`src/rtl/pda_fetch_stage.sv`:
```
// rtl/pda_fetch_stage.sv - PDA pipeline instruction-fetch stage with IF/ID register
//
// Purpose:
//   Issues the PC to a synchronous instruction memory (1-cycle read latency)
//   and captures each returned word into the IF/ID register for decode.
//   Handles decode stall (hold + re-read of the in-flight word), execute-stage
//   branch redirect (squash) and halt draining through a RUN/DRAIN/HALTED FSM.
//
// Optional feature macro: PDA_FETCH_PERF_EN
//   When defined, adds output fetch_count, a saturating count of cycles in
//   which inst_valid is written to 1.
//
// Ports:
//   clk           in   single clock, all state on posedge
//   reset         in   synchronous, active-low
//   halt          in   level request to stop fetching
//   stall         in   decode hazard: hold IF/ID register and PC
//   branch_taken  in   redirect request from execute
//   branch_target in   redirect PC
//   imem_addr     out  instruction-memory read address (combinational)
//   imem_rdata    in   memory data for the address issued the previous cycle
//   pc            out  next address to issue
//   inst          out  IF/ID instruction
//   inst_pc       out  PC of inst
//   inst_valid    out  inst is a real instruction
//   halted        out  fetch is in the HALTED state
//   fetch_count   out  (PDA_FETCH_PERF_EN only) delivered-instruction counter

module pda_fetch_stage #(
  parameter int unsigned       DATA_W   = 32,
  parameter logic [DATA_W-1:0] RESET_PC = '0,
  parameter int unsigned       PC_STEP  = 4,
  parameter logic [DATA_W-1:0] NOP_INST = '0
) (
  input  logic              clk,
  input  logic              reset,
  input  logic              halt,
  input  logic              stall,
  input  logic              branch_taken,
  input  logic [DATA_W-1:0] branch_target,
  output logic [DATA_W-1:0] imem_addr,
  input  logic [DATA_W-1:0] imem_rdata,
  output logic [DATA_W-1:0] pc,
  output logic [DATA_W-1:0] inst,
  output logic [DATA_W-1:0] inst_pc,
  output logic              inst_valid,
  output logic              halted
`ifdef PDA_FETCH_PERF_EN
  ,
  output logic [31:0]       fetch_count
`endif
);

  localparam logic [DATA_W-1:0] PC_INC = DATA_W'(PC_STEP);

  typedef enum logic [1:0] {
    ST_RUN    = 2'd0,
    ST_DRAIN  = 2'd1,
    ST_HALTED = 2'd2
  } state_t;

  state_t state;
  state_t state_next;

  // Address issued last cycle and whether it was a real fetch.
  logic [DATA_W-1:0] req_pc;
  logic              req_valid;

  // A new valid fetch is issued only in RUN without a pending halt request;
  // the halt cycle itself already stops issuing so the drain has at most one
  // word in flight.
  logic issue;
  // The pipeline advances this cycle (no redirect, no stall).
  logic advance;

  always_comb begin
    issue   = (state == ST_RUN) && !halt;
    advance = !branch_taken && !stall;
  end

  // While stalled the in-flight address is re-issued, so its word is still on
  // imem_rdata in the cycle the stall is released.
  always_comb begin
    imem_addr = stall ? req_pc : pc;
  end

  always_comb begin
    halted = (state == ST_HALTED);
  end

  // ---------------------------------------------------------------------------
  // FSM: state register
  // ---------------------------------------------------------------------------
  always_ff @(posedge clk) begin
    if (!reset) begin
      state <= ST_RUN;
    end else begin
      state <= state_next;
    end
  end

  // ---------------------------------------------------------------------------
  // FSM: next state. Only non-stalled, non-redirect cycles move the FSM; a
  // branch redirects the PC but leaves the run/halt status untouched.
  // ---------------------------------------------------------------------------
  always_comb begin
    state_next = state;
    if (advance) begin
      case (state)
        ST_RUN: begin
          if (halt) begin
            state_next = ST_DRAIN;
          end
        end
        ST_DRAIN: begin
          // Completes even if halt has already dropped.
          state_next = ST_HALTED;
        end
        ST_HALTED: begin
          if (!halt) begin
            state_next = ST_RUN;
          end
        end
        default: begin
          state_next = ST_RUN;
        end
      endcase
    end
  end

  // ---------------------------------------------------------------------------
  // PC, request tracking and IF/ID register
  // ---------------------------------------------------------------------------
  always_ff @(posedge clk) begin
    if (!reset) begin
      pc         <= RESET_PC;
      req_pc     <= RESET_PC;
      req_valid  <= 1'b0;
      inst       <= NOP_INST;
      inst_pc    <= '0;
      inst_valid <= 1'b0;
    end else if (branch_taken) begin
      // Squash both the in-flight word and the IF/ID entry; wins over stall.
      pc         <= branch_target;
      req_valid  <= 1'b0;
      inst       <= NOP_INST;
      inst_valid <= 1'b0;
    end else if (!stall) begin
      inst       <= req_valid ? imem_rdata : NOP_INST;
      inst_pc    <= req_pc;
      inst_valid <= req_valid;
      req_pc     <= pc;
      req_valid  <= issue;
      if (issue) begin
        pc <= pc + PC_INC; // wraps modulo 2^DATA_W
      end
    end
  end

`ifdef PDA_FETCH_PERF_EN
  // ---------------------------------------------------------------------------
  // Delivered-instruction counter, saturating at all-ones.
  // ---------------------------------------------------------------------------
  logic inst_load;

  always_comb begin
    inst_load = advance && req_valid;
  end

  always_ff @(posedge clk) begin
    if (!reset) begin
      fetch_count <= '0;
    end else if (inst_load && (fetch_count != 32'hFFFF_FFFF)) begin
      fetch_count <= fetch_count + 32'd1;
    end
  end
`endif

endmodule

```
`config.mk`:
```
export PLATFORM = sky130hd
export DESIGN_NAME = pda_fetch_stage
export DESIGN_NICKNAME = d
export VERILOG_FILES = /design/src/rtl/pda_fetch_stage.sv
export SDC_FILE = /design/constraint.sdc
export NUM_CORES = 1
export LEC_CHECK = 0
export ABC_AREA = 0
export CAP_MARGIN = 20
export CORE_ASPECT_RATIO = 2
export CORE_UTILIZATION = 29
export DETAILED_ROUTE_END_ITERATION = 12
export DONT_BUFFER_PORTS = 1
export GPL_TIMING_DRIVEN = 1
export PLACE_DENSITY_LB_ADDON = 0.1
export SETUP_SLACK_MARGIN = 0.4
export SLEW_MARGIN = 30
export SYNTH_ARGS = -nofsm -noshare
export SYNTH_HDL_FRONTEND = slang
export SYNTH_SLANG_ARGS = --single-unit
```
`constraint.sdc`:
```
create_clock -name clk -period 2.4 [get_ports clk]
set_input_delay 0 -clock clk [delete_from_list [all_inputs] [get_ports clk]]
set_output_delay 0 -clock clk [all_outputs]
set_load 0.005 [all_outputs]
```
; ---- Yosys cells after proc, flatten, opt, wreduce, memory -nomap -nowiden
; Index checks and enable logic that the tools add are counted.
; Widths: inputs -> output; s select.
[op_classes]
add_sub_neg = 1
n_mul = 0
div_mod_pow = 0
magnitude_cmp = 0
n_eq_ne = 5
shifts = 0
muxes = 8
bitwise = 3
reduce_logical = 11
[op_table]
columns = operator, count
row1 = $mux 32, 5
row2 = $add 32x3->32 const B, 1
row3 = $pmux 2 s3, 1
row4 = $mux 2, 2
row5 = $ne 2x2->1 const B, 2
row6 = $reduce_and 2->1, 2
row7 = $logic_not 1->1, 3
row8 = $not 1->1, 3
row9 = $reduce_and 3->1, 1
row10 = $eq 2x1->1 const B, 1
row11 = $eq 2x2->1 const B, 1
row12 = $logic_and 1x1->1, 2
row13 = $logic_not 2->1, 1
row14 = $ne 2x1->1 const B, 1
row15 = $reduce_bool 2->1, 1
row16 = $reduce_or 2->1, 1
[word_totals]
register_bits = 132
latchBits = 0
ramBits = 0
mem_bits_ro = 0
mem_count = 0

; ---- Longest topological paths before layout
; Gate-level depths: netlist of run 1.
[depth]
word_depth = 5
mapped_depth = 7

; ---- Least setup slack after synthesis of run 1
; No wires, ideal clock.
[synth_path]
path_type = reg2reg
startpoint = reg state[1]
endpoint = reg pc[19]
setup_time_ps = 74
arrival_ps = 2008
slack_ps = 318
path_stages_with_launch = 7
n_path_buf = 2
period_less_slack_ps = 2082
path_cell_list = dfxtp_1 > or4_4 > buf_6 > or3_4 > buf_6 > or4_1 > a31oi_1
[synth_between]
elab_chain_cells = 4
[synth_rtl]
columns = element, line_no
row1 = "start, declared", 62  ; state_t state;
row2 = "start signal, assigned", 98  ; state <= state_next;
row3 = $logic_not 2->1, 77  ; issue = (state == ST_RUN) && !halt;
row4 = $logic_and 1x1->1, 77
row5 = $reduce_bool 2->1 (no line), n/a
row6 = $reduce_and 2->1 (no line), n/a
row7 = "end signal, assigned", 144  ; pc <= branch_target;
row8 = "end signal, assigned", 155  ; pc <= pc + PC_INC;
row9 = "end, declared", 43  ; output logic [DATA_W-1:0] pc,
; Every way passes these cells.
; A chain may end at the register's enable or synchronous reset.

; ---- Final worst setup path of run 1
[layout_path]
startpoint = reg state[0]
endpoint = reg pc[26]
; The elaborated chain is that of the path after synthesis.

==> results of run 1 <==
[sequential cells by signal (all words and copies together) (netlist names)]
name and flops:
req_valid 1, inst_valid 1, state 2, req_pc 32, pc 32, inst_pc 32
inst 32
[per-stage QoR]
step | cell area [µm²] | instances | worst slack, ns | hold slack [ns]
floorplan | 5738 | 698 | 0.3762 | 0.1439
global placement | 6026 | 924 | 0.2918 | 0.1327
detailed placement | 6031 | 924 | 0.2543 | 0.1425
CTS | 7625 | 1052 | 0.3367 | 0.005287
global route | 7660 | 1052 | 0.3003 | 0.02118
finish | 7660 | 1052 | 0.3596 | 0.03270
[Yosys cell counts (2+ instances only)]
library cell / count / share of area [%]
nor2_1: 45 / 2.9
inv_1: 3 / 0.20
o21ai_0: 29 / 2.5
or2_2: 2 / 0.22
and2_1: 2 / 0.22
mux2i_1: 3 / 0.52
o211ai_1: 4 / 0.52
nand4_1: 15 / 1.6
xnor2_1: 5 / 0.76
a21oi_1: 78 / 6.8
nor4_1: 9 / 0.98
nor2b_1: 5 / 0.55
dfxtp_1: 132 / 46
mux2_2: 31 / 6.1
nand4b_1: 2 / 0.31
buf_1: 7 / 0.46
nor3_1: 7 / 0.61
nand2_1: 147 / 9.6
or4_1: 9 / 1.2
a31oi_1: 8 / 0.87
a311oi_1: 4 / 0.61
buf_6: 3 / 0.59
o31ai_1: 6 / 0.79
a211oi_1: 3 / 0.39
and4_1: 6 / 0.92
a22oi_1: 32 / 4.2
a32oi_1: 5 / 0.76
nand2b_1: 6 / 0.65
nand3_1: 20 / 1.7
and3_1: 5 / 0.55
clkbuf_1: 48 / 3.1
xor2_1: 5 / 0.76
or3_1: 3 / 0.33
[cells by family (layout without fill, tap and decap cells)]
family / Yosys count / in the layout / synth area share (%)
compound gates: 172 / 172 / 17.95
xor+xnor: 10 / 10 / 1.527
flops: 132 / 132 / 46.07
fa+ha+maj: 1 / 1 / 0.2181
buf+inv: 62 / 157 / 4.450
mux: 34 / 34 / 6.610
simple gates: 287 / 287 / 23.17
[worst max-delay path: stages, from the launching register on]
cell     delay, ns
dfxtp_4       0.34
or4_4         0.59
or4_4         0.56
or4_1         0.42
nand3_1       0.08
[layout make-up]
class,count,area (µm²),share of cell area (%)
Clock buffer,20,446.7,5.831
Clock inverter,12,180.2,2.352
Inverter,4,15.01,0.1960
Multi-Input combinational cell,504,2895,37.80
Sequential cell,132,2649,34.58
Tap cell,259,324.1,4.231
Timing Repair Buffer,121,1150,15.01
[how the worst min path moves through the flow]
stage	start	to	cells after the start
6_report	stall	inst_pc[0]	4
5_1_grt	branch_taken	pc[22]	4
4_1_cts	branch_taken	pc[22]	4
3_5_place_dp	reset	pc[29]	2
3_3_place_gp	stall	imem_addr[18]	1
2_1_floorplan	branch_target[2]	pc[2]	2
[power breakdown]
part / leakage (nW) / switching, mW / internal, mW / total, mW
Sequential: 1.07 / 0.0956 / 2.26 / 2.35
Clock: 0.300 / 1.00 / 1.77 / 2.77
Combinational: 1.21 / 0.252 / 0.235 / 0.487
Total: 2.59 / 1.35 / 4.26 / 5.61
[per-layer routing]
layer	track usage [%]	vias up
met5	0	-
met4	8.592	0
met3	5.049	24
met2	37.90	228
met1	17.88	2712
li1	-	2647
[repair_timing]
action                     in CTS  in global routing
pin swaps                       5                  5
hold buffers                   91                  0
setup buffers                   5                  0
gates resized for setup         2                  9
hold endpoints to repair       68                  0
setup endpoints to repair       5                 13
==> metrics, run 1 <==
Post-Synthesis Cells approximately 700; via count 5611; Slew @ Worst Pin 0.9545 ns; total power per unit cell area 732.0 nW/µm²; core area 19370 µm²; fraction of registers with async set/reset 0%; final setup violation count 0; Leak approximately 2.6 nW; worst-skew pair later-pin latency roughly 0.42 ns; highest-count cells in the layout ignoring fill and taps nand2_1 (147), dfxtp_1 (129), dlygate4sd3_1 (90); Remaining Overflow, GRT 0; Crit path arrival time 2.39 ns; WL final 19930 µm; Clock Tree Buf Depth 2; cell area after synthesis between 5000 and 6000 µm²; GPL Wtd Cong 0.8414; fin crit share between 80% and 90%; status finished clean; Final TNS setup 0 ns; highest metal used met4; RSZ-0062 raised after global routing yes; metal2 WL ~11000 µm; fin. max-slew vios 0; worst vdd ir 0.0003746 V; post-synthesis register bit count 132; DIE AREA 20380 µm²; register area share after synthesis a little under half; post-route ant nets 0; Max Fclk ~500 MHz; CTS sink count 132; site row count 72; Clock Skews about 0.013 ns; crit path from state[0]; fraction of layout cells with a size suffix above 1 13.87%; nets 850; Worst setup EP type register; clk slew on worst S/H paths 0.06 ns; wire length on met1 7134 µm; number of CTS-inserted buffers 17; RR Endpoint pc[26]; Initial Util 29.61%; R2R cell count 4; Crit Path Category reg -> reg; CTS root buffer clkbuf_16; max-cap viol count 0; Crit Path Max Fanout 5; Detailed Route Iter0 Violations 233; Avg WL per Cell between 15 and 20 µm; metal3 WL 1193 µm; H-tree levels 4; syn_area_per_cell ~8.2 µm²; drt first pass iters 5; post-route minimum period just over 2 ns; EDFF count, synth 0; largest net degree at the start of global routing 41; post-layout power 5.607 mW; area grow syn2layout 33.55%; CTS tree yes; Horiz. Die Dim 101.4 µm; GRT Total Usage 19.36%; Critical R2R Launch state[0]; vias in the first global route 5540; DRC errors left 0; Die Ht approximately 200 µm; fill cell count around 2000; Synth Net Count 768; Max-slew headroom a little over a third; DP HPWL 12850 µm; first-pass GRT wire length about 30000 µm; Synth warnings 0; post-synthesis cell type count 42; Worst Path Required 2.75 ns; Port-buffer cells 0; post-DR vias/cell between 5 and 6; R2R setup slack 0.36 ns; Layout Utilization 39.55%; Ports 199; Hold Crit Class in -> reg; Antenna Cells 0; crit path to pc[26]; Post-synth top flop dfxtp_1; Final Hold Vio Count 0; CP Launch Type register; initial antenna violation count 0; leading cell type in the layout, fill and taps excluded nand2_1
Power figures use the tool's default switching activity.
==> run 2, diff against run 1 <==
- SLEW_MARGIN: 30 -> 25
- clock period: 2.4 -> 2.6 ns (I/O delays scaled with it)
==> run 2 against run 1 <==
Cell count grew 0.95%. First-iteration DRC count grew 31%. Worst hold slack lost 0.010 ns. Global-route usage is essentially flat. Critical endpoint is now pc[25]. Power shrank 9.6%. Sequential power shrank 7%. Combinational power shrank 13%.
==> metrics, run 2 (synthesis results as in run 1) <==
leading cell type in the layout, fill and taps excluded nand2_1; first-pass GRT wire length 29840 µm; Post-Layout Cell Count 1062; Final Hold Vio Count 0; CTS sink count 132; GRT Total Usage between 10% and 20%; DRC errors left 0; switching pwr 1.253 mW; initial antenna violation count 0; DP Cell Count 917; Switching Fraction 24.71%; worst hold start halt; CTS tree yes; setup ws final 0.4902 ns; RSZ-0062 raised after global routing no; CTS root buffer clkbuf_16; nets 860; H-tree levels 4; fin. max-slew vios 0; Worst Path Required 2.95 ns; CP Launch Type register; combinational share of power under 10%; Remaining Overflow, GRT 0; fin crit share between 80 and 90%; number of CTS-inserted buffers 17; highest-count cells in the layout ignoring fill and taps nand2_1 (147), dfxtp_1 (130), dlygate4sd3_1 (107); crit path cell chain or4_4, or3_4, or4_1, a31oi_1; Max Fclk 474.0 MHz; Crit Path Max Fanout 11; Ports 199; WL final 20260 µm; Horiz. Die Dim 101.4 µm; drt first pass iters 5; Antenna Cells 0; Setup Slack @ Placement 0.3807 ns; Slew @ Worst Pin just under 0.8 ns; post-DR vias/cell 5.305; Initial Util between 20% and 30%; Max-slew headroom between 40% and 50%; Leak 2.512 nW; Worst setup EP type register; Die Ht approximately 200 µm; Worst path slowest cell or4_4; crit path from state[0]; area grow syn2layout 34.36%; fraction of layout cells with a size suffix above 1 12.08%; largest net degree at the start of global routing 73; Crit path arrival time 2.45 ns; DIE AREA 20380 µm²; DP HPWL 12990 µm; worst vdd ir approximately 0.00033 V; post-route minimum period 2.110 ns; vias in the first global route 5423; GPL Wtd Cong 0.8377; worst hold slack 0.02253 ns; Crit Path Category reg -> reg; site row count about 70; Clock Skews 0.009301 ns; Clock Power Share 48.7%; Avg WL per Cell 19.07 µm; Seq pwr share 42.9%; Port-buffer cells 0; post-route ant nets 0; max-cap viol count 0; Critical R2R Launch state[0]; status finished clean; slowest cell delay on critical path 0.59 ns; Detailed Route Iter0 Violations 306; total power per unit cell area 658.0 nW/µm²; Final TNS setup 0 ns; final setup violation count 0; worst-skew pair later-pin latency 0.42 ns; clk slew on worst S/H paths 0.06 ns; core area 19370 µm²; via count 5634; Int Power 3.818 mW; Hold Crit Class in -> reg; Clock Tree Buf Depth 2
## run 2: cell types whose count changed in the layout (fill, tap and decap cells not counted), moves of 3 or more
cell / delta
dlygate4sd3_1: +17
buf_4: -6
clkinvlp_4: +4
and4_1: +3
and4_2: -3
clkinv_4: -3
## run 2: path summary, 6_finish.rpt
check                                    to  slack (ns)  cells after the start
worst max register to register       pc[25]        0.49                      4
worst max-delay path                 pc[25]        0.49                      4
worst min register to register  inst_pc[21]        0.46                      2
worst min-delay path                 pc[22]        0.02                      3
## run 2: power groups by stage
stage | registers, mW | clock network, mW | logic [mW]
2_1_floorplan | 2.19 | 0 | 0.242
3_3_place_gp | 2.22 | 0 | 0.301
3_5_place_dp | 2.22 | 0 | 0.304
4_1_cts | 2.17 | 2.54 | 0.420
5_1_grt | 2.19 | 2.62 | 0.463
6_report | 2.18 | 2.47 | 0.424
## run 2: metrics by stage
stage | total power, mW | area [µm²] | utilization (%)
2_1_floorplan | 2.430 | 5736 | -
6_report | 5.071 | 7706 | 39.79
4_1_cts | 5.137 | 7649 | 39.49
5_1_grt | 5.270 | 7706 | 39.79
3_3_place_gp | 2.517 | 5971 | 30.83
3_5_place_dp | 2.523 | 5976 | 30.85
## run 2: layer usage
| layer | up-vias | share of wire (%) | track usage, % |
|---|---|---|---|
| li1 | 2672 | - | - |
| met1 | 2696 | 37 | 19.29 |
| met2 | 231 | 54 | 35.88 |
| met3 | 35 | 6.6 | 5.327 |
| met4 | 0 | 2.9 | 9.213 |
| met5 | - | 0 | 0 |
## run 2: what timing repair did
item,CTS,global route
pin swaps,1,3
hold buffers,107,0
setup buffers,0,5
endpoints found under the hold margin,68,0
setup endpoints to repair,1,8
resized for setup,0,3
gates cloned,0,1
## run 2: area by class of cell
| cell class | instances | area, µm² |
|---|---|---|
| fill | 1963 | 11660 |
| multi-input combinational | 505 | 2877 |
| sequential | 132 | 2645 |
| timing repair buffer | 130 | 1244 |
| clock buffer | 19 | 442.9 |
| tap | 259 | 324.1 |
| clock inverter | 13 | 158.9 |
| inverter | 4 | 15.01 |
## run 2: critical path: cells and delay by family, from the launching register on
family,cells,cell delay [ns]
and+or+nand+nor,3,1.51
AOI/OAI and AO/OA,1,0.16
DFF,1,0.36
